**config.mk**
```make
export PLATFORM = sky130hd
export DESIGN_NAME = div_8by4_flat
export DESIGN_NICKNAME = d
export VERILOG_FILES = /design/src/rtl/div_8by4_pkg.sv /design/src/rtl/div_8by4_if.sv /design/src/rtl/div_8by4_controlador_div.sv /design/src/rtl/registrador.sv /design/src/rtl/div_8by4.sv /design/src/flat_wrapper.sv
export SDC_FILE = /design/constraint.sdc
export NUM_CORES = 1
export LEC_CHECK = 0
export ABC_AREA = 0
export CELL_PAD_IN_SITES_DETAIL_PLACEMENT = 1
export CELL_PAD_IN_SITES_GLOBAL_PLACEMENT = 2
export CORE_UTILIZATION = 35
export DETAILED_ROUTE_END_ITERATION = 6
export PLACE_DENSITY = 0.81
export SLEW_MARGIN = 20
export SYNTH_ARGS = -nofsm -noshare
export SYNTH_HDL_FRONTEND = slang
export SYNTH_SLANG_ARGS = --single-unit
export TNS_END_PERCENT = 5
```
**constraint.sdc**
```tcl
create_clock -name clk_i -period 3.2 [get_ports clk_i]
set_input_delay 0.64 -clock clk_i [delete_from_list [all_inputs] [get_ports clk_i]]
set_output_delay 0.64 -clock clk_i [all_outputs]
set_load 0.02 [all_outputs]
```
**src/rtl/div_8by4_pkg.sv**
```systemverilog
// div_8by4_pkg -- shared types and constants for the 8-by-4 restoring divider.
//   estado_t   : controller state encoding (ST_IDLE, ST_CALC, ST_END)
//   DIVIDEND_W : dividend / quotient width
//   DIVISOR_W  : divisor / remainder width
//   N_STEPS    : number of restoring steps per division
//   CNT_W      : width of the step counter
package div_8by4_pkg;

    localparam int DIVIDEND_W = 8;
    localparam int DIVISOR_W  = 4;
    localparam int N_STEPS    = 8;
    localparam int CNT_W      = $clog2(N_STEPS);

    typedef enum logic [1:0] {
        ST_IDLE = 2'd0,
        ST_CALC = 2'd1,
        ST_END  = 2'd2
    } estado_t;

endpackage

```
**src/rtl/div_8by4_if.sv**
```systemverilog
// div_8by4_if -- operand/result bundle of the divider.
//   en_i   : start request
//   A_i    : dividend
//   B_i    : divisor
//   Q_o    : quotient
//   R_o    : remainder
//   done_o : result valid
//   err_o  : divide-by-zero flag (only when DIV_ZERO_DETECT_EN is defined)
// Modports: master drives operands, slave (the divider) drives results.
interface div_8by4_if;
    import div_8by4_pkg::*;

    logic                  en_i;
    logic [DIVIDEND_W-1:0] A_i;
    logic [DIVISOR_W-1:0]  B_i;
    logic [DIVIDEND_W-1:0] Q_o;
    logic [DIVISOR_W-1:0]  R_o;
    logic                  done_o;
`ifdef DIV_ZERO_DETECT_EN
    logic                  err_o;

    modport master (output en_i, A_i, B_i, input  Q_o, R_o, done_o, err_o);
    modport slave  (input  en_i, A_i, B_i, output Q_o, R_o, done_o, err_o);
`else
    modport master (output en_i, A_i, B_i, input  Q_o, R_o, done_o);
    modport slave  (input  en_i, A_i, B_i, output Q_o, R_o, done_o);
`endif

endinterface

```
**src/rtl/div_8by4_controlador_div.sv**
```systemverilog
// controlador_div -- sequencing FSM and step counter of the divider.
//   clk_i    : clock
//   rst_i    : asynchronous active-low reset
//   en_i     : start request / hold request in ST_END
//   zero_i   : start with a zero divisor that skips the calculation
//   estado_o : current state
//   ultimo_o : high during the last restoring step
//
//   state   | meaning
//   --------+-------------------------------------------------------
//   ST_IDLE | waiting for en_i; results from the last run are held
//   ST_CALC | one restoring step per cycle, N_STEPS cycles
//   ST_END  | results valid, done_o high; held while en_i stays high
module controlador_div
    import div_8by4_pkg::*;
(
    input  logic    clk_i,
    input  logic    rst_i,
    input  logic    en_i,
    input  logic    zero_i,
    output estado_t estado_o,
    output logic    ultimo_o
);

    estado_t          r_estado;
    estado_t          w_prox;
    logic [CNT_W-1:0] r_cnt;
    logic [CNT_W-1:0] w_cnt_prox;

    always_ff @(posedge clk_i or negedge rst_i) begin
        if (!rst_i) begin
            r_estado <= ST_IDLE;
            r_cnt    <= '0;
        end else begin
            r_estado <= w_prox;
            r_cnt    <= w_cnt_prox;
        end
    end

    assign ultimo_o = (r_estado == ST_CALC) && (r_cnt == CNT_W'(N_STEPS - 1));

    always_comb begin
        w_prox     = r_estado;
        w_cnt_prox = r_cnt;
        case (r_estado)
            ST_IDLE: begin
                if (en_i) begin
                    w_cnt_prox = '0;
                    w_prox     = zero_i ? ST_END : ST_CALC;
                end
            end
            ST_CALC: begin
                w_cnt_prox = r_cnt + 1'b1;
                if (ultimo_o) begin
                    w_prox = ST_END;
                end
            end
            ST_END: begin
                if (!en_i) begin
                    w_prox = ST_IDLE;
                end
            end
            default: begin
                w_prox = ST_IDLE;
            end
        endcase
    end

    assign estado_o = r_estado;

endmodule

```
**src/rtl/registrador.sv**
```systemverilog
// registrador -- generic W-bit register with load enable.
//   clk_i : clock
//   rst_i : asynchronous active-low reset, clears to zero
//   en_i  : load enable
//   d_i   : data in
//   q_o   : registered data out
module registrador #(
    parameter int W = 8
) (
    input  logic         clk_i,
    input  logic         rst_i,
    input  logic         en_i,
    input  logic [W-1:0] d_i,
    output logic [W-1:0] q_o
);

    logic [W-1:0] r_q;

    always_ff @(posedge clk_i or negedge rst_i) begin
        if (!rst_i) begin
            r_q <= '0;
        end else if (en_i) begin
            r_q <= d_i;
        end
    end

    assign q_o = r_q;

endmodule

```
**src/rtl/div_8by4.sv**
```systemverilog
// div_8by4 -- 8-bit by 4-bit unsigned restoring divider, one step per cycle.
//   clk_i : clock
//   rst_i : asynchronous active-low reset
//   bus   : div_8by4_if.slave (en_i, A_i, B_i in; Q_o, R_o, done_o[, err_o] out)
// Build option: DIV_ZERO_DETECT_EN -- a zero divisor jumps straight to ST_END
// with Q_o=0, R_o=0 and err_o=1. Without it a zero divisor runs the normal
// steps and yields Q_o=8'hFF, R_o=A[3:0].
module div_8by4
    import div_8by4_pkg::*;
(
    input  logic       clk_i,
    input  logic       rst_i,
    div_8by4_if.slave  bus
);

    estado_t               w_estado;
    logic                  w_ultimo;
    logic                  w_start;
    logic                  w_step;
    logic                  w_zero_start;
    logic                  w_ld_work;
    logic                  w_ld_res;
    logic                  w_ge;
    logic [DIVISOR_W:0]    w_rem_sh;
    logic [DIVISOR_W-1:0]  w_trial;
    logic [DIVIDEND_W-1:0] w_quot_d;
    logic [DIVISOR_W-1:0]  w_rem_d;
    logic [DIVIDEND_W-1:0] w_q_d;
    logic [DIVISOR_W-1:0]  w_r_d;
    logic [DIVIDEND_W-1:0] r_quot;
    logic [DIVISOR_W-1:0]  r_rem;
    logic [DIVISOR_W-1:0]  r_div;
    logic [DIVIDEND_W-1:0] r_q;
    logic [DIVISOR_W-1:0]  r_r;

    assign w_start = (w_estado == ST_IDLE) && bus.en_i;
    assign w_step  = (w_estado == ST_CALC);

`ifdef DIV_ZERO_DETECT_EN
    assign w_zero_start = w_start && (bus.B_i == '0);
`else
    assign w_zero_start = 1'b0;
`endif

    controlador_div u_ctrl (
        .clk_i    (clk_i),
        .rst_i    (rst_i),
        .en_i     (bus.en_i),
        .zero_i   (w_zero_start),
        .estado_o (w_estado),
        .ultimo_o (w_ultimo)
    );

    // The partial remainder is always below the divisor after a step, so
    // 4 bits of storage suffice; the shifted value needs the 5th bit only
    // for the compare. When the compare passes the difference fits in
    // 4 bits, so the subtraction is done modulo 16.
    assign w_rem_sh = {r_rem, r_quot[DIVIDEND_W-1]};
    assign w_ge     = (w_rem_sh >= {1'b0, r_div});
    assign w_trial  = w_rem_sh[DIVISOR_W-1:0] - r_div;

    assign w_ld_work = w_start || w_step;
    assign w_quot_d  = w_start ? bus.A_i : {r_quot[DIVIDEND_W-2:0], w_ge};
    assign w_rem_d   = w_start ? '0 : (w_ge ? w_trial : w_rem_sh[DIVISOR_W-1:0]);

    registrador #(.W(DIVIDEND_W)) u_reg_quot (
        .clk_i (clk_i), .rst_i (rst_i), .en_i (w_ld_work), .d_i (w_quot_d), .q_o (r_quot)
    );

    registrador #(.W(DIVISOR_W)) u_reg_rem (
        .clk_i (clk_i), .rst_i (rst_i), .en_i (w_ld_work), .d_i (w_rem_d), .q_o (r_rem)
    );

    registrador #(.W(DIVISOR_W)) u_reg_div (
        .clk_i (clk_i), .rst_i (rst_i), .en_i (w_start), .d_i (bus.B_i), .q_o (r_div)
    );

    // Separate result registers keep Q_o/R_o stable through the next
    // calculation until its last step lands.
    assign w_ld_res = w_ultimo || w_zero_start;
    assign w_q_d    = w_zero_start ? '0 : w_quot_d;
    assign w_r_d    = w_zero_start ? '0 : w_rem_d;

    registrador #(.W(DIVIDEND_W)) u_reg_q (
        .clk_i (clk_i), .rst_i (rst_i), .en_i (w_ld_res), .d_i (w_q_d), .q_o (r_q)
    );

    registrador #(.W(DIVISOR_W)) u_reg_r (
        .clk_i (clk_i), .rst_i (rst_i), .en_i (w_ld_res), .d_i (w_r_d), .q_o (r_r)
    );

`ifdef DIV_ZERO_DETECT_EN
    logic w_leave_end;
    logic r_err;

    assign w_leave_end = (w_estado == ST_END) && !bus.en_i;

    registrador #(.W(1)) u_reg_err (
        .clk_i (clk_i), .rst_i (rst_i), .en_i (w_zero_start || w_leave_end),
        .d_i (w_zero_start), .q_o (r_err)
    );

    assign bus.err_o = r_err;
`endif

    assign bus.Q_o    = r_q;
    assign bus.R_o    = r_r;
    assign bus.done_o = (w_estado == ST_END);

endmodule

```
**src/flat_wrapper.sv**
```systemverilog
// flat-port wrapper written by rule: the top's interface ports become plain ports
module div_8by4_flat import div_8by4_pkg::*;
  (clk_i, rst_i, bus_en_i, bus_A_i, bus_B_i, bus_Q_o, bus_R_o, bus_done_o);
  div_8by4_if bus_i ();
  input  logic clk_i;
  input  logic rst_i;
  input wire logic [$bits(bus_i.en_i)-1:0] bus_en_i;
  input wire logic [$bits(bus_i.A_i)-1:0] bus_A_i;
  input wire logic [$bits(bus_i.B_i)-1:0] bus_B_i;
  output wire logic [$bits(bus_i.Q_o)-1:0] bus_Q_o;
  output wire logic [$bits(bus_i.R_o)-1:0] bus_R_o;
  output wire logic [$bits(bus_i.done_o)-1:0] bus_done_o;
  assign bus_i.en_i = bus_en_i;
  assign bus_i.A_i = bus_A_i;
  assign bus_i.B_i = bus_B_i;
  assign bus_Q_o = bus_i.Q_o;
  assign bus_R_o = bus_i.R_o;
  assign bus_done_o = bus_i.done_o;
  div_8by4 u_core (.clk_i(clk_i), .rst_i(rst_i), .bus(bus_i));
endmodule
```
# Yosys cells after proc, flatten, opt, wreduce, memory -nomap -nowiden
# Cells that the tools add are included.
# word_totals
in_bits,15
wordCells,32
out_inout_bits,13
reg_bits,33
# op_classes
n_eq_ne,6
n_mux,9
order_cmp,1
reduce_logical,7
add_sub_neg,2
# ops
operator,count
$mux 4,2
$mux 8,1
$mux 2,3
$ne 2x2->1 const B,3
$pmux 2 s3,1
$pmux 3 s2,1
$ge 5x4->1,1
$sub 4x4->4,1
$add 3x1->3 const B,1
$eq 3x3->1 const B,1
$mux 3,1
$reduce_and 3->1,1
$eq 2x1->1 const B,1
$eq 2x2->1 const B,1
$logic_and 1x1->1,2
$logic_not 2->1,1
$reduce_and 2->1,1
$reduce_bool 2->1,1
$logic_or 1x1->1,1

# Depth between registers and ports, before layout
# logic_depth
depth_word,4
mapped_depth,7
depth_no_buf,6

# Cells and area by module
# From an unflattened synthesis, not the netlist that was laid out.
# hier_totals
hier_cells,142
area_unflattened_um2,1719.1
# by_module_without_submodules
mod,n_inst,area_each_um2,seq_area_each_um2,cells_each
registrador at u_core.u_reg_q ...,2,331.6,200.2,17
registrador at u_core.u_reg_div ...,3,145.1,100.1,8
div_8by4,1,377.9,0.0,65
controlador_div,1,242.7,125.1,19

# Worst setup path after synthesis
# No wires, ideal clock.
# synth_timing
kind,reg-to-reg
startpoint,"register u_core.u_reg_quot.r_q[7], in the netlist u_core.u_reg_quot.q_o[7]"
endpoint,"register u_core.u_reg_r.r_q[3], in the netlist u_core.u_reg_r.q_o[3]"
required_time_ns,3.105
n_path_buf,0
setup_ns,0.095
arrival_ns,1.740
path_slack_ns,1.365
period_less_slack_ns,1.835
path_stages_with_launch,7
cell_sequence,dfrtp_1 inv_1 ha_1 nand2b_1 a211o_2 a311o_1 o31ai_1
# synth_between
elab_chain_cells,3
elab_cells_between_ends,4
cone_classes,add/sub: 1; order compare: 1; mux: 2
# synth_lines
item,line_no,text
"start, declared",registrador.sv:17,logic [W-1:0] r_q;
"start signal, assigned",registrador.sv:23,r_q <= d_i;
$sub 4x4->4 / $ge 5x4->1 (equally long branches),"div_8by4.sv:60, div_8by4.sv:59",
$mux 4 (*) (2 in series),div_8by4.sv:64,assign w_rem_d = w_start ? '0 : (w_ge ? w_trial : w_rem_sh[DIVISOR_W-1:0]);
"end signal, assigned",registrador.sv:23,
"end, declared",registrador.sv:17,
# Mark *: on every way between the ends. The rest lies on a longest branch, timed or not.
# A chain may end at the register's enable or synchronous reset.

# Final worst setup path
# layout_timing
startpoint,"register u_core.u_ctrl.r_estado[1], in the netlist u_core.u_ctrl.estado_o[1]"
endpoint,output port bus_done_o
# layout_between
elab_chain_cells,1
# layout_lines
item,line_no,text
"start, declared",div_8by4_controlador_div.sv:25,estado_t r_estado;
"start signal, assigned",div_8by4_controlador_div.sv:35,r_estado <= w_prox;
$eq 2x2->1,div_8by4.sv:108,assign bus.done_o = (w_estado == ST_END);
"end, declared",flat_wrapper.sv:12,output wire logic [$bits(bus_i.done_o)-1:0] bus_done_o;
# No other way between the ends.

==> qor.yml <==
logic_synthesis:
  syn_nets: 174
  synth_edf_count: 0
  synth.distinct_cells: 32
  yosysWarnings: 0
  syn_area_per_cell_um2: 10.56
  synth_flop_cell: "dfrtp_1"
  synth-seq-cells: 33
  ys_async_sr_fraction_pct: 100.0
  netlist_instances: 152
  yosysSeqAreaShare_pct: 51.44
  syn-cell-area_um2: 1605
floorplan:
  boundaryPins: 28
  core_area_um2: 4384
  dieArea_um2: 4862
  rows: 24
  die_h_um: 69.73
  dieWidth_um: 69.73
  initial_utilization_pct: 36.62
outcome:
  status: "complete, no violations"
clocking:
  cts-resized-gates: 0
  path_clk_slew_ps: 70
  cts_sinks: 33
  cts_hold_buf: 0
  clk_path_buf_depth: 2
  clock_latency_ps: 280
  cts_setup_buffers: 0
  cts_buffers: 5
  root_buffer: "clkbuf_8"
  cts_tree: "done"
  h-tree-depth: 2
global_routing:
  grt_usage_pct: 17.75
  grt_pass1_vias: 1400
  grt_max_degree: 34
  antenna_found_initial: 0
  grt_overflow: 0
  grt_pass1_wl_mm: 6.720
detailed_routing:
  totalWireLength_mm: 3.813
  drtAntennaViolNets: 0
  first_pass_iters: 4
  detail_route.vias_per_cell: 5.321
  wl_per_cell_um: 16.29
  vias: 1245
  drc: 0
  drt_iter0_markers: 66
pwr:
  ir_drop_mv: 0.4263
  power_density_nw_per_um2: 1181
  p_leak_nw: 0.8568
sta:
  setup_tns_ps: 0
  hold_viol: 0
  min_period_ps: 2174
  setup_viol: 0
  tightest_slew_ps: 780.6
  max_freq_mhz: 460.0
  slew_headroom_pct: 47.83
  finalClockSkew_ps: 5.721
  drv_slew: 0
  finalCritPeriodShare_pct: 67.94
  rsz0062_at_grt: "no"
placed_design:
  gp_congestion: 0.8760
  port_buffers: 27
  hpwl_mm: 2.771
critical_path:
  crit_required_ps: 2560
  arrival_ps: 1530
  crit_path_start_kind: "flip-flop"
  crit_path_end_kind: "output port"
  path_class: "flip-flop to output port"
  path_max_fanout: 5
final_layout:
  n_antenna_cell: 0
  final_net_count: 203
  area_growth_pct: 26.42
  utilization_pct: 46.29
  drive_gt1_share_pct: 8.242
min_path:
  hold_path_class: "flip-flop to flip-flop"
run:
  cap_violations: 0
[per-stage QoR]
| step | hold slack [ps] | cells | worst slack [ps] | area [um^2] | total power [mW] |
|---|---|---|---|---|---|
| floorplan | 344.4 | 152 | 1365 | 1605 | 1.616 |
| global placement | 462.9 | 226 | 1154 | 1913 | 1.920 |
| detailed placement | 472.3 | 226 | 1072 | 1913 | 2.004 |
| CTS | 489.4 | 234 | 1012 | 2029 | 2.427 |
| global route | 525.5 | 234 | 946.9 | 2029 | 2.603 |
| finish | 480.0 | 234 | 1026 | 2029 | 2.398 |
[cells in the final DEF (no fill, tap or decap)]
master | Yosys | final
and2_1 | 1 | 1
nand3b_1 | 1 | 1
nor2b_1 | 2 | 2
a22o_1 | 2 | 2
mux2_2 | 1 | 1
nand2b_1 | 2 | 2
mux2i_1 | 7 | 7
clkbuf_1 | 2 | 1
fa_1 | 1 | 1
clkbuf_8 | 1 | 6
a311o_1 | 1 | 1
clkdlybuf4s50_1 | 0 | 27
and4b_1 | 1 | 1
o21bai_1 | 2 | 2
nor3b_1 | 3 | 2
buf_4 | 1 | 3
a21oi_1 | 3 | 3
or2_1 | 2 | 2
bufinv_16 | 0 | 1
xnor2_1 | 1 | 1
dfrtp_1 | 33 | 33
a211oi_1 | 5 | 5
nand2_1 | 32 | 32
inv_1 | 5 | 5
o21ai_0 | 19 | 19
nor3_1 | 1 | 1
and2b_2 | 1 | 1
nor3b_2 | 0 | 1
ha_1 | 6 | 6
a2111oi_4 | 1 | 1
a211o_2 | 1 | 1
o31ai_1 | 10 | 10
[layer usage]
layer	GRT usage (%)	share of wire [%]	up-vias
li1	-	-	591
met1	21.16	43	622
met2	30.10	51	27
met3	5.959	4.5	5
met4	5.778	1.1	0
met5	0	0	-
[power by group]
group	total (mW)	switching, mW	leakage, nW	internal (mW)
clock	0.407	0.153	0.0585	0.254
sequential	0.760	0.132	0.401	0.628
combinational	1.23	0.697	0.397	0.534
[layout make-up]
| class | count | area, um^2 |
|---|---|---|
| Sequential cell | 33 | 825.8 |
| Multi-Input combinational cell | 106 | 710.7 |
| Inverter | 5 | 18.77 |
| Clock buffer | 7 | 86.33 |
| Fill cell | 481 | 2355 |
| Tap cell | 52 | 65.06 |
| Timing Repair Buffer | 30 | 292.8 |
| Clock inverter | 1 | 30.03 |
[cells in the mapped netlist (2+ instances only)]
master | instances | area, um^2
nand2b_1 | 2 | 12.51
o31ai_1 | 10 | 75.07
or2_1 | 2 | 12.51
nor3b_1 | 3 | 22.52
inv_1 | 5 | 18.77
nor2b_1 | 2 | 12.51
clkbuf_1 | 2 | 7.510
o21bai_1 | 2 | 15.01
dfrtp_1 | 33 | 825.8
o21ai_0 | 19 | 95.09
buf_2 | 2 | 10.01
a21oi_1 | 3 | 15.01
a22o_1 | 2 | 17.52
a211oi_1 | 5 | 37.54
mux2i_1 | 7 | 70.07
ha_1 | 6 | 75.07
nand2_1 | 32 | 120.1
[kinds of logic (layout without fill, tap and decap cells)]
family | after synthesis | after routing | synth area share [%]
DFF | 33 | 33 | 51.44
AOI/OAI and AO/OA | 44 | 44 | 18.86
and+or+nand+nor | 46 | 46 | 13.56
muxes | 8 | 8 | 5.066
buffers and inverters | 13 | 43 | 4.599
adders and majority gates | 7 | 7 | 5.924
xor gates and xnor gates | 1 | 1 | 0.5457
[critical path: stages (launching register included)]
cell,delay (ps)
dfrtp_1,420
nor2b_1,200
clkdlybuf4s50_1,630
[sequential cells by signal, summed over array words and instances (netlist names)]
| register | flops |
|---|---|
| u_core.u_reg_r.q_o | 4 |
| u_core.u_ctrl.estado_o | 2 |
| u_core.u_reg_quot.q_o | 8 |
| u_core.u_ctrl.r_cnt | 3 |
| u_core.u_reg_div.q_o | 4 |
| u_core.u_reg_rem.q_o | 4 |
| u_core.u_reg_q.q_o | 8 |
[final timing paths]
path | from | endpoint | slack [ps] | depth (start not counted)
setup / recovery | u_core.u_ctrl.estado_o[1]$_DFFE_PN0P_ | bus_done_o | 1030 | 2
max in group asynchronous | rst_i | u_core.u_reg_div.q_o[0]$_DFFE_PN0P_ | 2120 | 2
hold reg to reg | u_core.u_reg_r.q_o[1]$_DFFE_PN0P_ | u_core.u_reg_r.q_o[1]$_DFFE_PN0P_ | 480 | 2
setup reg to reg | u_core.u_reg_quot.q_o[7]$_DFFE_PN0P_ | u_core.u_reg_r.q_o[3]$_DFFE_PN0P_ | 1120 | 6
hold / removal | u_core.u_reg_r.q_o[1]$_DFFE_PN0P_ | u_core.u_reg_r.q_o[1]$_DFFE_PN0P_ | 480 | 2
min in group asynchronous | rst_i | u_core.u_reg_r.q_o[3]$_DFFE_PN0P_ | 760 | 2
Power figures use the tool's default switching activity.
